## src/rtl/dice_roll_scheduler.sv

```systemverilog
// Round-robin arbiter sharing one dice roller between players.
// Runs a timed tumble on the display, then commits and reports the roll.
module dice_roll_scheduler #(
  parameter int NUM_PLAYERS  = 4,
  parameter int TUMBLE_STEPS = 16,
  parameter int TUMBLE_DIV   = 4
) (
  input  logic                   clk,
  input  logic                   reset,
  input  logic [NUM_PLAYERS-1:0] roll_req,
  input  logic [2:0]             die_sel,
  output logic                   busy,
  output logic [NUM_PLAYERS-1:0] grant,
  output logic [3:0]             tens,
  output logic [3:0]             ones,
  output logic [4:0]             result,
  output logic                   result_valid,
  output logic [1:0]             result_player
);

  localparam int TW = (TUMBLE_DIV > 1) ? $clog2(TUMBLE_DIV) : 1;
  localparam int SW = (TUMBLE_STEPS > 1) ? $clog2(TUMBLE_STEPS) : 1;
  localparam logic [TW-1:0] TICK_LAST = TW'(TUMBLE_DIV - 1);
  localparam logic [SW-1:0] STEP_LAST = SW'(TUMBLE_STEPS - 1);
  localparam logic [NUM_PLAYERS-1:0] ONE = 1;
  localparam logic [2:0] NP = 3'(NUM_PLAYERS);

  typedef enum logic [1:0] {
    IDLE,
    GRANT,
    TUMBLE,
    DONE
  } state_t;

  state_t                 state;
  logic [NUM_PLAYERS-1:0] pending;
  logic [NUM_PLAYERS-1:0] req_prev;
  logic [1:0]             rr_ptr;
  logic [4:0]             roll_cnt;
  logic [4:0]             max_r;
  logic [4:0]             disp;
  logic [TW-1:0]          tick;
  logic [SW-1:0]          step;

  logic [NUM_PLAYERS-1:0] req_edge;
  logic [NUM_PLAYERS-1:0] clr;
  logic [NUM_PLAYERS-1:0] pend_next;
  logic                   found;
  logic [1:0]             sel;
  logic [2:0]             cand;
  logic [2:0]             rr_next;
  logic [4:0]             roll_next;

  function automatic logic [4:0] max_of(input logic [2:0] d);
    case (d)
      3'd0:    return 5'd4;
      3'd1:    return 5'd6;
      3'd2:    return 5'd8;
      3'd3:    return 5'd10;
      3'd4:    return 5'd12;
      default: return 5'd20;
    endcase
  endfunction

  // First pending index at or above rr_ptr, wrapping
  always_comb begin
    found = 1'b0;
    sel   = 2'd0;
    cand  = 3'd0;
    for (int k = 0; k < NUM_PLAYERS; k++) begin
      cand = {1'b0, rr_ptr} + 3'(k);
      if (cand >= NP) cand = cand - NP;
      if (!found && pending[cand[1:0]]) begin
        found = 1'b1;
        sel   = cand[1:0];
      end
    end
  end

  always_comb begin
    req_edge  = roll_req & ~req_prev;
    clr       = (state == IDLE && found) ? (ONE << sel) : '0;
    pend_next = (pending & ~clr) | req_edge;
    rr_next   = {1'b0, sel} + 3'd1;
    if (rr_next >= NP) rr_next = 3'd0;
    roll_next = (roll_cnt >= max_r) ? 5'd1 : roll_cnt + 5'd1;
  end

  always_comb begin
    tens = 4'd0;
    ones = disp[3:0];
    if (disp >= 5'd20) begin
      tens = 4'd2;
      ones = 4'(disp - 5'd20);
    end else if (disp >= 5'd10) begin
      tens = 4'd1;
      ones = 4'(disp - 5'd10);
    end
  end

  always_ff @(posedge clk or negedge reset) begin
    if (!reset) begin
      state         <= IDLE;
      pending       <= '0;
      req_prev      <= '0;
      rr_ptr        <= 2'd0;
      roll_cnt      <= 5'd1;
      max_r         <= 5'd20;
      disp          <= 5'd0;
      tick          <= '0;
      step          <= '0;
      result        <= 5'd0;
      result_player <= 2'd0;
      grant         <= '0;
      busy          <= 1'b0;
      result_valid  <= 1'b0;
    end else begin
      req_prev <= roll_req;
      pending  <= pend_next;
      roll_cnt <= roll_next;
      case (state)
        IDLE: begin
          if (found) begin
            grant         <= ONE << sel;
            result_player <= sel;
            max_r         <= max_of(die_sel);
            rr_ptr        <= rr_next[1:0];
            busy          <= 1'b1;
            state         <= GRANT;
          end
        end
        GRANT: begin
          tick  <= '0;
          step  <= '0;
          state <= TUMBLE;
        end
        TUMBLE: begin
          if (tick == TICK_LAST) begin
            disp <= roll_cnt;
            tick <= '0;
            step <= step + 1'b1;
            if (step == STEP_LAST) begin
              result       <= roll_cnt;
              result_valid <= 1'b1;
              state        <= DONE;
            end
          end else begin
            tick <= tick + 1'b1;
          end
        end
        DONE: begin
          result_valid <= 1'b0;
          grant        <= '0;
          busy         <= 1'b0;
          state        <= IDLE;
        end
        default: state <= IDLE;
      endcase
    end
  end

endmodule

```

## config.mk

```make
export PLATFORM = sky130hd
export DESIGN_NAME = dice_roll_scheduler
export DESIGN_NICKNAME = d
export VERILOG_FILES = /design/src/rtl/dice_roll_scheduler.sv
export SDC_FILE = /design/constraint.sdc
export NUM_CORES = 1
export LEC_CHECK = 0
export ABC_AREA = 1
export BUFFER_PORTS_ARGS = -buffer_cell sky130_fd_sc_hd__clkbuf_2
export CAP_MARGIN = 0
export CELL_PAD_IN_SITES_DETAIL_PLACEMENT = 1
export CELL_PAD_IN_SITES_GLOBAL_PLACEMENT = 1
export CORE_UTILIZATION = 43
export DETAILED_ROUTE_END_ITERATION = 6
export GPL_TIMING_DRIVEN = 0
export PLACE_DENSITY = 0.87
export SLEW_MARGIN = 10
export SYNTH_ARGS = -nofsm -noshare
export SYNTH_HDL_FRONTEND = slang
export SYNTH_SLANG_ARGS = --single-unit
```

## constraint.sdc

```tcl
create_clock -name clk -period 2 [get_ports clk]
set_clock_uncertainty 0.05 [all_clocks]
set_input_delay 0.2 -clock clk [delete_from_list [all_inputs] [get_ports clk]]
set_output_delay 0.2 -clock clk [all_outputs]
set_load 0.01 [all_outputs]
```

==> summary.md, run 1 <==
| Metric | Value |
|---|---|
| Starting DRT DRC Count | `129` |
| Final hold vios | `0` |
| Final worst path period share | `102.4%` |
| Top cells by area, synth | `dfrtp_1, nand2_1, ha_1` |
| Synth Area per Inst | `~8.1 um^2` |
| Max-Cap Viols | `0` |
| Nets@finish | `387` |
| TritonCTS Buffers | `5` |
| GR Overflow Total | `0` |
| Worst R2R Start | `rr_ptr[0]` |
| Cell Area, Synth | `2494 um^2` |
| Cell Chain, Critical Path | `inv_2 > ha_1 > inv_1 > nand2_2 > nand2_2 > a31oi_4 > nand2_1 > o211ai_1 > o21ai_1 > clkbuf_2` |
| WP data arrival | `1.80 ns` |
| Number of nets still failing antenna checks after routing | `0` |
| Most common cell after layout, fill and taps aside | `nand2_1` |
| Critical path's top delay family | `flip-flops` |
| Static leakage | `about 1.7 nW` |
| Share of layout cells above drive strength 1 | `28.53%` |
| Synth warn | `0` |
| Dpl ws | `0.01212 ns` |
| Non-Filler Instances | `roughly 430` |
| Global-route wire length before repair | `10.30 mm` |
| Worst r2r dst | `grant[3]` |
| Via count | `2200` |
| Initial core utilization | `45.01%` |
| Status | `complete, but fails checks` |
| Post-DR wirelength/cell | `15.14 um` |
| RSZ-0062 raised after global routing | `yes` |
| Clock root cell | `clkbuf_8` |
| Worst-Skew Late Latency | `0.31 ns` |
| Total GRT Usage | `approximately 22%` |
| Count of final setup violators | `2` |
| IO buf count | `27` |
| Crit path launch type | `flop` |
| Vias per inst | `5.081` |
| CTS tree | `built` |
| Synth Instances | `308` |
| FMAX | `around 500 MHz` |
| CP Capture Type | `output pin` |
| Core Area | `about 5500 um^2` |
| Clock transition at path regs | `0.09 ns` |
| Max Fanout on Critical Path | `4` |
| Initial antenna violation count | `0` |
| Post-synthesis cell type count | `30` |
| Final wirelength | `about 6.6 mm` |
| Most frequent cells in the layout | `nand2_1, inv_1, dfrtp_1` |
| Violated checks | `negative setup slack` |
| Slew Limit Headroom | `33.80%` |
| VDD IR max | `0.5222 mV` |
| CTS max path bufs | `2` |
| CP peak stage delay | `0.43 ns` |
| Die area | `6107 um^2` |
| Filler cells | `between 700 and 800` |
| Final Critical Period | `slightly above 2 ns` |
| Setup WS post-layout | `-0.04730 ns` |
| Slew Limit Fails | `0` |
| Slowest cell on the critical path | `dfrtp_1` |
| DRC | `0` |
| Cell taking the most area after synthesis | `dfrtp_1` |
| Yosys reg bits | `45` |
| Synth top area share | `a little over two fifths` |
| Hold crit path type | `in -> async` |
| # rows | `27` |
| Crit-path most repeated cell | `nand2_2` |
| WP data required | `1.75 ns` |
| R2r setup slk | `-0.01 ns` |
| H-tree depth | `2` |
| Dpl hpwl | `between 4 and 5 mm` |
| Routability cong. | `0.7704` |
| Worst path bufs/invs | `3` |
| Reg2Reg Depth | `13` |
| Synth-to-layout area growth | `24.74%` |
| Chip Height | `78.15 um` |
| CP Depth | `10` |
| Drt first pass iters | `4` |
| Clock sinks | `45` |
| Critical path type | `reg -> out` |
| Placed Cells | `408` |
| Tightest Pin Transition | `0.9929 ns` |
| Overall power | `2.547 mW` |
| Vias in the first global route | `2237` |
| Register area share after synthesis | `between 40% and 50%` |
| Ant. Diodes | `0` |
| IO Count | `30` |
| Die W | `78.15 um` |
| Largest net degree at the start of global routing | `between 40 and 50` |
| P per Cell Area | `818.7 nW/um^2` |
-- worst max path at each step --
stage	from	endpoint	slack [ns]
final	disp[2]	ones[2]	-0.05
after global routing	disp[2]	ones[2]	-0.13
after CTS	disp[2]	ones[2]	-0.03
after detailed placement	rr_ptr[0]	pending[3]	0.01
after global placement	rr_ptr[0]	rr_ptr[1]	0.07
after floorplan	rr_ptr[0]	rr_ptr[1]	0.25
-- kinds of logic after synthesis --
kind of cell / count (synthesis) / synth area share, %
other: 1 / 0.1504
XOR/XNOR: 3 / 1.054
adder cells (fa/ha/maj): 18 / 9.032
buffers and inverters: 57 / 10.08
flip-flops: 45 / 45.31
AND/OR/NAND/NOR: 145 / 25.89
AO/OA/AOI/OAI: 39 / 8.480
-- routing by layer --
| metal | track usage (%) | up-vias | wire (um) |
|---|---|---|---|
| li1 | - | 1077 | - |
| met1 | 25.07 | 1066 | 2608 |
| met2 | 40.35 | 42 | 3596 |
| met3 | 3.953 | 15 | 204 |
| met4 | 6.481 | 0 | 148 |
| met5 | 0 | - | 0 |
-- synthesized netlist by cell type (all sizes together) --
cell type  instances
dfstp              3
dfrtp             42
nand2             87
nand3b             1
o211ai             2
o21ai             26
xor2               3
a21oi              8
clkbuf             2
ha                18
a31oi              1
inv               49
conb               1
o31ai              1
nor2              21
a31o               1
buf                6
nor3               1
nand4              2
nand3             33
-- power breakdown --
| part | switching [mW] | internal, mW | total (mW) |
|---|---|---|---|
| combinational | 0.482 | 0.347 | 0.829 |
| sequential | 0.0818 | 1.02 | 1.10 |
| clock | 0.332 | 0.287 | 0.619 |
-- final cells by class --
cell class                 instances  area (um^2)  area share [%]
multi-input combinational        207         1252           40.27
sequential                        45         1131           36.36
tap                               72        90.09           2.896
inverter                          49        188.9           6.074
clock inverter                     2        17.52          0.5632
buffer                             8        71.32           2.293
timing repair buffer              44        276.5           8.890
clock buffer                       6        82.58           2.655
-- through the flow --
stage          cell area, um^2  TNS [ns]  hold WS, ns  util (%)
2_1_floorplan             2497         0      -0.1456         -
6_report                  3110  -0.05530     0.007549     56.14
5_1_grt                   3110   -0.5945      0.09681     56.14
3_3_place_gp              2723         0       0.2724     49.14
3_5_place_dp              2723         0       0.2763     49.14
4_1_cts                   2915  -0.03362      0.08261     52.62
-- what timing repair did --
action / in CTS / in global routing
gates resized for setup: 8 / 38
endpoints found under the hold margin: 4 / 0
endpoints found under the setup margin: 10 / 16
hold buffers: 4 / 0
gates cloned: 0 / 1
setup buffers: 3 / 9
pin swaps: 0 / 12
-- flip-flops by register name, summed over array words and instances (netlist names) --
name	count
step	4
busy	1
req_prev	4
tick	2
grant	4
state	2
result	5
result_player	2
pending	4
disp	5
roll_cnt	5
result_valid	1
max_r	4
rr_ptr	2
No activity file was read; power rests on OpenSTA's default activity.
==> run 2: changes to the inputs <==
CORE_UTILIZATION = 39   (was 43)
PLACE_DENSITY = 0.84   (was 0.87)
clock period = 1.87 ns   (was 2 ns; I/O delays follow)
==> summary.md, run 2 (synthesis gave the netlist of run 1 again) <==
| Metric | Value |
|---|---|
| Final Critical Period | `1.991 ns` |
| Initial core utilization | `about two fifths` |
| CTS tree | `built` |
| Die W | `just over 80 um` |
| Final wirelength | `7.731 mm` |
| DP Area | `2726 um^2` |
| H-tree depth | `2` |
| Slowest cell on the critical path | `dfrtp_2` |
| Final Core Density | `between 50% and 60%` |
| P per Cell Area | `826.1 nW/um^2` |
| Cell Chain, Critical Path | `buf_8 > nand2_2 > nand3_4 > nand2_4 > nor2_4 > nand3_4 > nand3_4 > buf_6 > ha_4 > nand3_4 > nand2_1 > o21ai_1` |
| Hold crit path type | `in -> async` |
| Nets@finish | `401` |
| Clock transition at path regs | `0.08 ns` |
| Clock root cell | `clkbuf_8` |
| Slew Limit Headroom | `31.95%` |
| Reg2Reg Depth | `12` |
| WP data required | `about 2 ns` |
| Starting DRT DRC Count | `97` |
| Core Area | `6061 um^2` |
| Critical path type | `reg -> reg` |
| Post-DR wirelength/cell | `17.18 um` |
| CP Capture Type | `flop` |
| CTS max path bufs | `2` |
| Ant. Diodes | `0` |
| Global-route wire length before repair | `10.84 mm` |
| Crit path launch type | `flop` |
| Routability cong. | `roughly 0.80` |
| Largest net degree at the start of global routing | `46` |
| TritonCTS Buffers | `5` |
| Placed Cells | `around 400` |
| VDD IR max | `0.6716 mV` |
| Initial antenna violation count | `0` |
| Vias per inst | `5.138` |
| Tightest Pin Transition | `1.021 ns` |
| Hold WS | `-0.003888 ns` |
| Filler cells | `710` |
| Setup WS post-layout | `-0.1211 ns` |
| GR Overflow Total | `0` |
| Chip Height | `around 82 um` |
| WP data arrival | `2.13 ns` |
| Worst-Skew Late Latency | `approximately 0.30 ns` |
| Static leakage | `1.771 nW` |
| Die area | `6717 um^2` |
| CP peak stage delay | `0.48 ns` |
| R2r setup slk | `-0.12 ns` |
| Slew Limit Fails | `0` |
| FMAX | `502.2 MHz` |
| Start point of the critical path | `rr_ptr[0]` |
| Max Fanout on Critical Path | `5` |
| Clock sinks | `45` |
| Dpl ws | `-0.1462 ns` |
| Crit-path most repeated cell | `nand3_4` |
| Non-Filler Instances | `450` |
| IO Count | `30` |
| Overall power | `around 2.9 mW` |
| Final hold vios | `7` |
| Setup crit end | `pending[2]` |
| Status | `complete, but fails checks` |
| Most frequent cells in the layout | `nand2_1, dfrtp_1, inv_1` |
| Design area | `3467 um^2` |
| Worst R2R Start | `rr_ptr[0]` |
| Via count | `2312` |
| DRC | `0` |
| Worst r2r dst | `pending[2]` |
| Synth-to-layout area growth | `39.04%` |
| Most common cell after layout, fill and taps aside | `nand2_1` |
| Violated checks | `negative hold slack, negative setup slack` |
| RSZ-0062 raised after global routing | `yes` |
| IO buf count | `27` |
| Dpl hpwl | `approximately 4.2 mm` |
| # rows | `28` |
| Final setup TNS | `-1.028 ns` |
| Drt first pass iters | `4` |
| Largest regs | `disp (5), result (5), roll_cnt (5)` |
| Count of final setup violators | `13` |
| Number of nets still failing antenna checks after routing | `0` |
| Vias in the first global route | `roughly 2400` |
| Final worst path period share | `106.5%` |
| Max-Cap Viols | `0` |
| Total GRT Usage | `between 20% and 30%` |
| Share of layout cells above drive strength 1 | `roughly two fifths` |
==> run 2: changes by cell type in the layout (fill, tap and decap cells not counted), sizes merged <==
cell / delta
clkinv: +1
buf: +12
inv: -1
clkbuf: +2
==> run 2: cell type report <==
type,instances,area [um^2],area share (%)
multi-input cells,207,1450,41.83
flip-flops and latches,45,1132,32.66
repair buffers,57,410.4,11.84
inverters,49,196.4,5.666
clock buffers,7,96.34,2.779
well taps,75,93.84,2.707
plain buffers,8,77.57,2.237
clock inverters,1,5.005,0.1444
repair inverters,1,5.005,0.1444
==> run 2: critical path: cells and delay by family, from the launching register on <==
family                     cells  cell delay (ns)
buffers and inverters          2             0.28
AOI/OAI and AO/OA              1             0.06
DFF                            1             0.48
adders and majority gates      1             0.13
and+or+nand+nor                8             0.85
==> run 2: routing by layer <==
layer	global-route usage (%)	share of wire [%]	vias up	wire [um]
li1	-	-	1102	-
met2	40.50	56	50	4312
met5	0	0	-	0
met3	4.222	2.3	28	180
met4	10.18	3.3	0	258
met1	23.69	39	1132	2979
==> run 2: worst min path at each step <==
stage	from	slack [ns]	end	depth (start not counted)
2_1_floorplan	reset	-0.16	busy	0
3_3_place_gp	roll_req[3]	0.26	req_prev[3]	1
3_5_place_dp	roll_req[0]	0.26	req_prev[0]	1
4_1_cts	reset	0.08	req_prev[2]	1
5_1_grt	reset	0.08	rr_ptr[1]	1
6_report	reset	-0.004	req_prev[0]	1
==> run 2: power by group <==
group	internal, mW	switching [mW]
Combinational	0.446	0.558
Sequential	1.09	0.0973
Clock	0.334	0.341
==> run 2: timing repair <==
item / CTS / global route
gates resized for setup: 55 / 52
pin swaps: 16 / 21
setup endpoints to repair: 13 / 25
hold endpoints to repair: 4 / 0
buffers inserted: 13 / 11
hold buffers: 4 / 0
cloned: 1 / 2
